### src/rtl/pipe_hazard_ctrl_if.sv
// Hazard control bundle between the WISC-15 datapath (master)
// and pipe_hazard_ctrl (slave).
interface pipe_hazard_ctrl_if #(
  parameter int unsigned REG_AW = 4
);
  logic [REG_AW-1:0] id_rs1;
  logic              id_rs1_used;
  logic [REG_AW-1:0] id_rs2;
  logic              id_rs2_used;
  logic              id_halt;
  logic [REG_AW-1:0] ex_wb_dst;
  logic              ex_reg_wrt;
  logic              ex_mem_rd;
  logic              ex_redirect;
  logic              dm_busy;
  logic              pc_we;
  logic              if_id_we;
  logic              if_id_clr;
  logic              id_ex_we;
  logic              id_ex_clr;
  logic              ex_mem_we;
  logic              mem_wb_we;
  logic              mem_wb_clr;
  logic              hlt;

  modport master (
    output id_rs1, id_rs1_used, id_rs2, id_rs2_used,
    output id_halt, ex_wb_dst, ex_reg_wrt, ex_mem_rd,
    output ex_redirect, dm_busy,
    input  pc_we, if_id_we, if_id_clr, id_ex_we,
    input  id_ex_clr, ex_mem_we, mem_wb_we, mem_wb_clr,
    input  hlt
  );

  modport slave (
    input  id_rs1, id_rs1_used, id_rs2, id_rs2_used,
    input  id_halt, ex_wb_dst, ex_reg_wrt, ex_mem_rd,
    input  ex_redirect, dm_busy,
    output pc_we, if_id_we, if_id_clr, id_ex_we,
    output id_ex_clr, ex_mem_we, mem_wb_we, mem_wb_clr,
    output hlt
  );
endinterface

### src/rtl/pipe_hazard_ctrl.sv
// WISC-15 pipeline control: stalls, flushes, memory freeze, halt drain.
// Optional PIPE_HAZARD_PERF_CNT_EN adds stall/flush counters.
module pipe_hazard_ctrl #(
  parameter int unsigned DRAIN_CYCLES = 4,
  parameter int unsigned REG_AW       = 4
) (
  input  logic clk,
  input  logic rst,
  pipe_hazard_ctrl_if.slave hz
`ifdef PIPE_HAZARD_PERF_CNT_EN
  ,
  output logic [15:0] stall_cnt,
  output logic [15:0] flush_cnt
`endif
);

  typedef enum logic [1:0] {
    S_RUN,
    S_DRAIN,
    S_HALT
  } state_e;

  localparam logic [REG_AW-1:0] R0 = '0;
  localparam logic [3:0] CNT_INIT = 4'(DRAIN_CYCLES - 1);

  state_e     state_q, state_d;
  logic [3:0] cnt_q, cnt_d;
  logic       hlt_q, hlt_d;

  logic pc_we, if_id_we, if_id_clr, id_ex_we;
  logic id_ex_clr, ex_mem_we, mem_wb_we, mem_wb_clr;
  logic load_use, rs1_hit, rs2_hit;

  assign rs1_hit = hz.id_rs1_used && (hz.id_rs1 == hz.ex_wb_dst);
  assign rs2_hit = hz.id_rs2_used && (hz.id_rs2 == hz.ex_wb_dst);
  assign load_use = hz.ex_mem_rd && hz.ex_reg_wrt &&
                    (hz.ex_wb_dst != R0) && (rs1_hit || rs2_hit);

  always_comb begin
    state_d    = state_q;
    cnt_d      = cnt_q;
    pc_we      = 1'b1;
    if_id_we   = 1'b1;
    if_id_clr  = 1'b0;
    id_ex_we   = 1'b1;
    id_ex_clr  = 1'b0;
    ex_mem_we  = 1'b1;
    mem_wb_we  = 1'b1;
    mem_wb_clr = 1'b0;
    if (rst) begin
      pc_we      = 1'b0;
      if_id_we   = 1'b0;
      id_ex_we   = 1'b0;
      ex_mem_we  = 1'b0;
      mem_wb_we  = 1'b0;
      if_id_clr  = 1'b1;
      id_ex_clr  = 1'b1;
      mem_wb_clr = 1'b1;
    end else if (state_q == S_HALT) begin
      pc_we     = 1'b0;
      if_id_we  = 1'b0;
      id_ex_we  = 1'b0;
      ex_mem_we = 1'b0;
      mem_wb_we = 1'b0;
    end else if (hz.dm_busy) begin
      // Freeze everything up to MEM; WB gets a bubble.
      pc_we      = 1'b0;
      if_id_we   = 1'b0;
      id_ex_we   = 1'b0;
      ex_mem_we  = 1'b0;
      mem_wb_clr = 1'b1;
    end else if (state_q == S_DRAIN) begin
      pc_we     = 1'b0;
      if_id_we  = 1'b0;
      id_ex_clr = 1'b1;
      if (cnt_q == 4'd0) begin
        state_d = S_HALT;
      end else begin
        cnt_d = cnt_q - 4'd1;
      end
    end else if (hz.ex_redirect) begin
      if_id_clr = 1'b1;
      id_ex_clr = 1'b1;
    end else if (load_use || hz.id_halt) begin
      pc_we     = 1'b0;
      if_id_we  = 1'b0;
      id_ex_clr = 1'b1;
      if (!load_use) begin
        state_d = S_DRAIN;
        cnt_d   = CNT_INIT;
      end
    end
  end

  assign hlt_d = (state_d == S_HALT);

  always_ff @(posedge clk) begin
    if (rst) begin
      state_q <= S_RUN;
      cnt_q   <= 4'd0;
      hlt_q   <= 1'b0;
    end else begin
      state_q <= state_d;
      cnt_q   <= cnt_d;
      hlt_q   <= hlt_d;
    end
  end

  assign hz.pc_we      = pc_we;
  assign hz.if_id_we   = if_id_we;
  assign hz.if_id_clr  = if_id_clr;
  assign hz.id_ex_we   = id_ex_we;
  assign hz.id_ex_clr  = id_ex_clr;
  assign hz.ex_mem_we  = ex_mem_we;
  assign hz.mem_wb_we  = mem_wb_we;
  assign hz.mem_wb_clr = mem_wb_clr;
  assign hz.hlt        = hlt_q;

`ifdef PIPE_HAZARD_PERF_CNT_EN
  logic [15:0] stall_q, stall_d, flush_q, flush_d;
  logic        stall_ev, flush_ev, in_run;

  // A redirect squashes a coincident load-use, so it is not a stall.
  assign in_run   = (state_q == S_RUN);
  assign stall_ev = in_run &&
                    (hz.dm_busy || (load_use && !hz.ex_redirect));
  assign flush_ev = in_run && hz.ex_redirect && !hz.dm_busy;

  always_comb begin
    stall_d = stall_q;
    flush_d = flush_q;
    if (stall_ev && (stall_q != 16'hFFFF)) begin
      stall_d = stall_q + 16'd1;
    end
    if (flush_ev && (flush_q != 16'hFFFF)) begin
      flush_d = flush_q + 16'd1;
    end
  end

  always_ff @(posedge clk) begin
    if (rst) begin
      stall_q <= 16'd0;
      flush_q <= 16'd0;
    end else begin
      stall_q <= stall_d;
      flush_q <= flush_d;
    end
  end

  assign stall_cnt = stall_q;
  assign flush_cnt = flush_q;
`endif

endmodule

### src/flat_wrapper.sv
// flat-port wrapper written by rule: the top's interface ports become plain ports
module pipe_hazard_ctrl_flat 
#(
  parameter int unsigned DRAIN_CYCLES = 4,
  parameter int unsigned REG_AW       = 4
)
  (clk, rst, hz_id_rs1, hz_id_rs1_used, hz_id_rs2, hz_id_rs2_used, hz_id_halt, hz_ex_wb_dst, hz_ex_reg_wrt, hz_ex_mem_rd, hz_ex_redirect, hz_dm_busy, hz_pc_we, hz_if_id_we, hz_if_id_clr, hz_id_ex_we, hz_id_ex_clr, hz_ex_mem_we, hz_mem_wb_we, hz_mem_wb_clr, hz_hlt);
  pipe_hazard_ctrl_if #(.REG_AW(REG_AW)) hz_i ();
  input  logic clk;
  input  logic rst;
  input wire logic [$bits(hz_i.id_rs1)-1:0] hz_id_rs1;
  input wire logic [$bits(hz_i.id_rs1_used)-1:0] hz_id_rs1_used;
  input wire logic [$bits(hz_i.id_rs2)-1:0] hz_id_rs2;
  input wire logic [$bits(hz_i.id_rs2_used)-1:0] hz_id_rs2_used;
  input wire logic [$bits(hz_i.id_halt)-1:0] hz_id_halt;
  input wire logic [$bits(hz_i.ex_wb_dst)-1:0] hz_ex_wb_dst;
  input wire logic [$bits(hz_i.ex_reg_wrt)-1:0] hz_ex_reg_wrt;
  input wire logic [$bits(hz_i.ex_mem_rd)-1:0] hz_ex_mem_rd;
  input wire logic [$bits(hz_i.ex_redirect)-1:0] hz_ex_redirect;
  input wire logic [$bits(hz_i.dm_busy)-1:0] hz_dm_busy;
  output wire logic [$bits(hz_i.pc_we)-1:0] hz_pc_we;
  output wire logic [$bits(hz_i.if_id_we)-1:0] hz_if_id_we;
  output wire logic [$bits(hz_i.if_id_clr)-1:0] hz_if_id_clr;
  output wire logic [$bits(hz_i.id_ex_we)-1:0] hz_id_ex_we;
  output wire logic [$bits(hz_i.id_ex_clr)-1:0] hz_id_ex_clr;
  output wire logic [$bits(hz_i.ex_mem_we)-1:0] hz_ex_mem_we;
  output wire logic [$bits(hz_i.mem_wb_we)-1:0] hz_mem_wb_we;
  output wire logic [$bits(hz_i.mem_wb_clr)-1:0] hz_mem_wb_clr;
  output wire logic [$bits(hz_i.hlt)-1:0] hz_hlt;
  assign hz_i.id_rs1 = hz_id_rs1;
  assign hz_i.id_rs1_used = hz_id_rs1_used;
  assign hz_i.id_rs2 = hz_id_rs2;
  assign hz_i.id_rs2_used = hz_id_rs2_used;
  assign hz_i.id_halt = hz_id_halt;
  assign hz_i.ex_wb_dst = hz_ex_wb_dst;
  assign hz_i.ex_reg_wrt = hz_ex_reg_wrt;
  assign hz_i.ex_mem_rd = hz_ex_mem_rd;
  assign hz_i.ex_redirect = hz_ex_redirect;
  assign hz_i.dm_busy = hz_dm_busy;
  assign hz_pc_we = hz_i.pc_we;
  assign hz_if_id_we = hz_i.if_id_we;
  assign hz_if_id_clr = hz_i.if_id_clr;
  assign hz_id_ex_we = hz_i.id_ex_we;
  assign hz_id_ex_clr = hz_i.id_ex_clr;
  assign hz_ex_mem_we = hz_i.ex_mem_we;
  assign hz_mem_wb_we = hz_i.mem_wb_we;
  assign hz_mem_wb_clr = hz_i.mem_wb_clr;
  assign hz_hlt = hz_i.hlt;
  pipe_hazard_ctrl #(.DRAIN_CYCLES(DRAIN_CYCLES), .REG_AW(REG_AW)) u_core (.clk(clk), .rst(rst), .hz(hz_i));
endmodule
### config.mk
export PLATFORM = sky130hd
export DESIGN_NAME = pipe_hazard_ctrl_flat
export DESIGN_NICKNAME = d
export VERILOG_FILES = /design/src/rtl/pipe_hazard_ctrl_if.sv /design/src/rtl/pipe_hazard_ctrl.sv /design/src/flat_wrapper.sv
export SDC_FILE = /design/constraint.sdc
export NUM_CORES = 1
export LEC_CHECK = 0
export CAP_MARGIN = 0
export CORE_MARGIN = 5
export CORE_UTILIZATION = 45
export CTS_BUF_LIST = sky130_fd_sc_hd__clkbuf_8
export DETAILED_ROUTE_END_ITERATION = 12
export PLACE_DENSITY = 0.93
export SETUP_SLACK_MARGIN = 0.2
export SKIP_LAST_GASP = 1
export SYNTH_ARGS = -nofsm -noshare
export SYNTH_HDL_FRONTEND = slang
export SYNTH_SLANG_ARGS = --single-unit
### constraint.sdc
create_clock -name clk -period 4.1 [get_ports clk]
set_input_delay 0.82 -clock clk [delete_from_list [all_inputs] [get_ports clk]]
set_output_delay 0.82 -clock clk [all_outputs]
set_load 0.05 [all_outputs]
## Word level (Yosys, flattened, before mapping)

Index checks and enable logic that the tools add are counted.

- Reduce and logical (&&, ||, !) cells: 11
- Div/mod/pow operators: 0
- Equality and inequality tests: 8
- Shifts and indexed selects: 0
- $mul: 0
- Bitwise operators: 2
- Add/subtract/negate cells: 1
- Mux-type cells: 38
- $lt $le $gt $ge: 0

Operator list:

| operator | number |
|---|---|
| $mux 1 | 25 |
| $mux 4 | 5 |
| $mux 2 | 8 |
| $eq 4x4->1 | 2 |
| $reduce_and 6->1 | 1 |
| $logic_and 1x1->1 | 5 |
| $eq 2x2->1 const B | 2 |
| $logic_not 4->1 | 1 |
| $ne 2x2->1 const B | 2 |
| $reduce_bool 4->1 | 1 |
| $sub 4x1->4 const B | 1 |
| $eq 2x1->1 const B | 1 |
| $logic_or 1x1->1 | 2 |
| $ne 2x1->1 const B | 1 |
| $not 1->1 | 2 |
| $reduce_bool 2->1 | 1 |

- Memories kept: 0
- RAM bits: 0
- Latch bits: 0
- Bits in registers: 7
- Bits in read-only memories: 0
- Word-level logic and storage cells: 63
- Input port bits: 21

## Logic depth before layout (Yosys ltp)

- Depth in word-level cells: 12
- Mapped depth: 6

## Worst setup path before layout

Ideal clock, no wire load.

- Path kind: input to output
- Start point: input rst
- End point: output hz_id_ex_we
- Arrival: 2.520 ns
- Path buffers: 2
- Stages: 3
- Path slack: 0.760 ns
- Path through: clkbuf_1 > nor3_1 > buf_4

- Cells in the longest elaborated chain, start to end: 1

Ends and longest elaborated chain:

| item | line | source |
|---|---|---|
| start, declared | flat_wrapper.sv:10 | `input logic rst;` |
| $mux 1 | n/a |  |
| end, declared | flat_wrapper.sv:24 | `output wire logic [$bits(hz_i.id_ex_we)-1:0] hz_id_ex_we;` |

No other way between the ends.

## Worst setup path after layout

- Start point: input hz_dm_busy
- End point: output hz_if_id_clr

- Cells in the longest elaborated chain, start to end: 3

Ends and longest elaborated chain:

| item | line | source |
|---|---|---|
| start, declared | flat_wrapper.sv:20 | `input wire logic [$bits(hz_i.dm_busy)-1:0] hz_dm_busy;` |
| $mux 1 | pipe_hazard_ctrl.sv:65 | `end else if (hz.dm_busy) begin` |
| $mux 1 | pipe_hazard_ctrl.sv:59 | `end else if (state_q == S_HALT) begin` |
| $mux 1 | pipe_hazard_ctrl.sv:50 | `if (rst) begin` |
| end, declared | flat_wrapper.sv:23 | `output wire logic [$bits(hz_i.if_id_clr)-1:0] hz_if_id_clr;` |

No other way between the ends.

==> metrics <==
status=finished clean; HPWL Detailed=between 1 and 1.5 mm; maximum number of pins on one net before global-route repair=16; Net Switching=between 0.08 and 0.09 mW; pwr dens=approximately 280 nW/um^2; Synthesis Warnings=0; Reg power frac=between 20% and 30%; RSZ-0062 raised after global routing=false; critical path class=in -> out; vias=just over 700; port buffer count=29; max-slew violations=0; Final TNS setup=0 ns; crit path DAT=2.70 ns; Final setup viols=0; Residual DRC=0; area of the die=between 2000 and 2500 sq um; share of cells above drive strength 1=10.1%; TritonCTS clock tree=done; DRT Wirelength=~1.7 mm; Fin. Hold Viols=0; H-tree depth=1; Max clock buf depth=2; row cnt=13; post-CTS sizing=0; peak supply drop=0.000284 V; Critical Path End Type=primary output; Cells after Synth=just over 80; starting density of the core=between 40% and 50%; number of vias per cell=between 5 and 6; top_reg_cell synth=dfxtp_1; cell area after synthesis=approximately 660 sq um; number of routed nets with antenna violations=0; Iter 0 DRT Violations=11; number of global-route vias before repair=roughly 700; MaxCap Viol Count=0; GRT overflow=0; first-pass GRT wire length=~2.8 mm; core area=1350 sq um; Seq/Total Area, Yosys=about a fifth; Syn Area/Cell=about 8.1 sq um; Synth async-reset ratio=0%; Critical Path Fanout Max=9; Die X=approximately 48 um; Chip Height=just under 50 um; Hold WC Path Type=reg -> reg; TritonCTS Buffers=3; Pre-antenna DRT Iters=4; Total Routing Usage GR=roughly 18%; CTS sink cnt=7; Max-slew headroom=approximately two thirds; power share of the clock group=between 30% and 40%; Crit path required time=between 3 and 4 ns; final net count=between 100 and 150; syn_nets=104; Clock Pin Slew Worst Setup and Hold Paths=roughly 0.040 ns; EDFF count, synth=0; Area Growth Syn to Fin=47.2%; Tcrit/Tclk final=between 80% and 90%; LEAKAGE=roughly 0.37 nW; clock latency on the worst-skew pair=about 0.22 ns; Antenna Cells=0; Int Pwr=about 0.18 mW; overall power=0.273 mW; Ports=30; Yosys reg bits=7; wire length per cell=~14 um; Root Buffer=clkbuf_8; routability congestion estimate=about 0.8; Post-CTS Setup Inserts=0; Final Skew=around 0.0026 ns; antenna violations before repair=0; cts hold-fix bufs=0; CP Launch Type=primary input; fmax=284 MHz; Logic pwr share=37.8%; design area=about 970 sq um; Period minus WS final=between 3 and 4 ns; Area after DPL=between 900 and 1000 sq um; worst slew pin tran=between 0.5 and 0.6 ns; sw frac=between 30% and 40%; Yosys cell types=35
## layout by cell type, fill, tap and decap left out, drive strengths merged, types with 3 or more instances in the layout
cell / count
a311oi: 5
clkdlybuf4s50: 26
clkbuf: 3
nor2: 10
nand2: 4
xor2: 6
inv: 5
nor4: 4
dfxtp: 7
nor3: 5
a21oi: 4
## flip-flops by register name, indices dropped and copies added (netlist names)
signal and flops:
u_core.cnt_q 4, u_core.hz.hlt 1, u_core.state_q 2
## cells by family (layout without fill, tap and decap cells)
group	Yosys count	in the layout	synth area share (%)
AO/OA/AOI/OAI	20	20	26.6
XOR/XNOR	8	8	10.6
adder cells (fa/ha/maj)	2	2	3.79
buffers and inverters	9	37	8.35
flip-flops	7	7	21.3
AND/OR/NAND/NOR	35	35	29.4
## critical path, cell delays in order
cell and delay, ns:
clkdlybuf4s50_1 0.60, nor4b_1 0.34, or2_2 0.14, clkdlybuf4s50_1 0.79
## final timing paths
kind	cells after the start	to	slack (ns)	startpoint
setup / recovery	4	hz_if_id_clr	0.58	hz_dm_busy
hold / removal	1	u_core.state_q[1]$_SDFF_PP0_	0.53	u_core.state_q[0]$_SDFF_PP0_
setup reg to reg	6	u_core.cnt_q[2]$_SDFFE_PP0P_	2.34	u_core.cnt_q[0]$_SDFFE_PP0P_
hold reg to reg	1	u_core.state_q[1]$_SDFF_PP0_	0.53	u_core.state_q[0]$_SDFF_PP0_
## layout make-up
| class | count | area, sq um |
|---|---|---|
| Clock buffer | 3 | 41.3 |
| Tap cell | 15 | 18.8 |
| Fill cell | 108 | 379 |
| Clock inverter | 1 | 3.75 |
| Sequential cell | 7 | 140 |
| Inverter | 4 | 15.0 |
| Multi-Input combinational cell | 65 | 464 |
| Timing Repair Buffer | 29 | 288 |
## cells in the mapped netlist, drive strengths merged (2+ instances only)
master  count  area [sq um]
buf         3          22.5
xor2        6          52.6
or2         2          12.5
dfxtp       7           140
ha          2          25.0
clkbuf      2          17.5
nand2       4          15.0
nor4        4          25.0
and2b       2          17.5
o21a        2          15.0
nor2       10          37.5
nor3        5          25.0
a21oi       4          20.0
inv         4          15.0
xnor2       2          17.5
and4        2          17.5
o32ai       2          25.0
a311oi      5          61.3
## per-stage QoR
stage / worst slack, ns / std cells / hold WS [ns] / util, %
after floorplan: 0.760 / 81 / 0.476 / -
after global placement: 0.354 / 120 / 0.507 / 68.4
after detailed placement: 0.229 / 120 / 0.532 / 68.4
after CTS: 0.224 / 124 / 0.533 / 71.7
after global routing: 0.464 / 124 / 0.584 / 71.9
final: 0.580 / 124 / 0.530 / 71.9
## layer usage
metal / GRT usage (%) / up-vias / share of wire, %
met5: 0 / - / 0
met4: 1.61 / 0 / 0
met3: 7.01 / 0 / 5.0
met2: 33.1 / 14 / 53
met1: 19.6 / 334 / 42
li1: - / 356 / -
## power by group through the flow
stage,Combinational [mW],Clock (mW),Sequential (mW)
floorplan,0.0660,0,0.0781
global placement,0.101,0,0.0773
detailed placement,0.103,0,0.0776
CTS,0.104,0.0953,0.0766
global route,0.111,0.103,0.0771
finish,0.103,0.0932,0.0766
No activity file was read; power rests on OpenSTA's default activity.
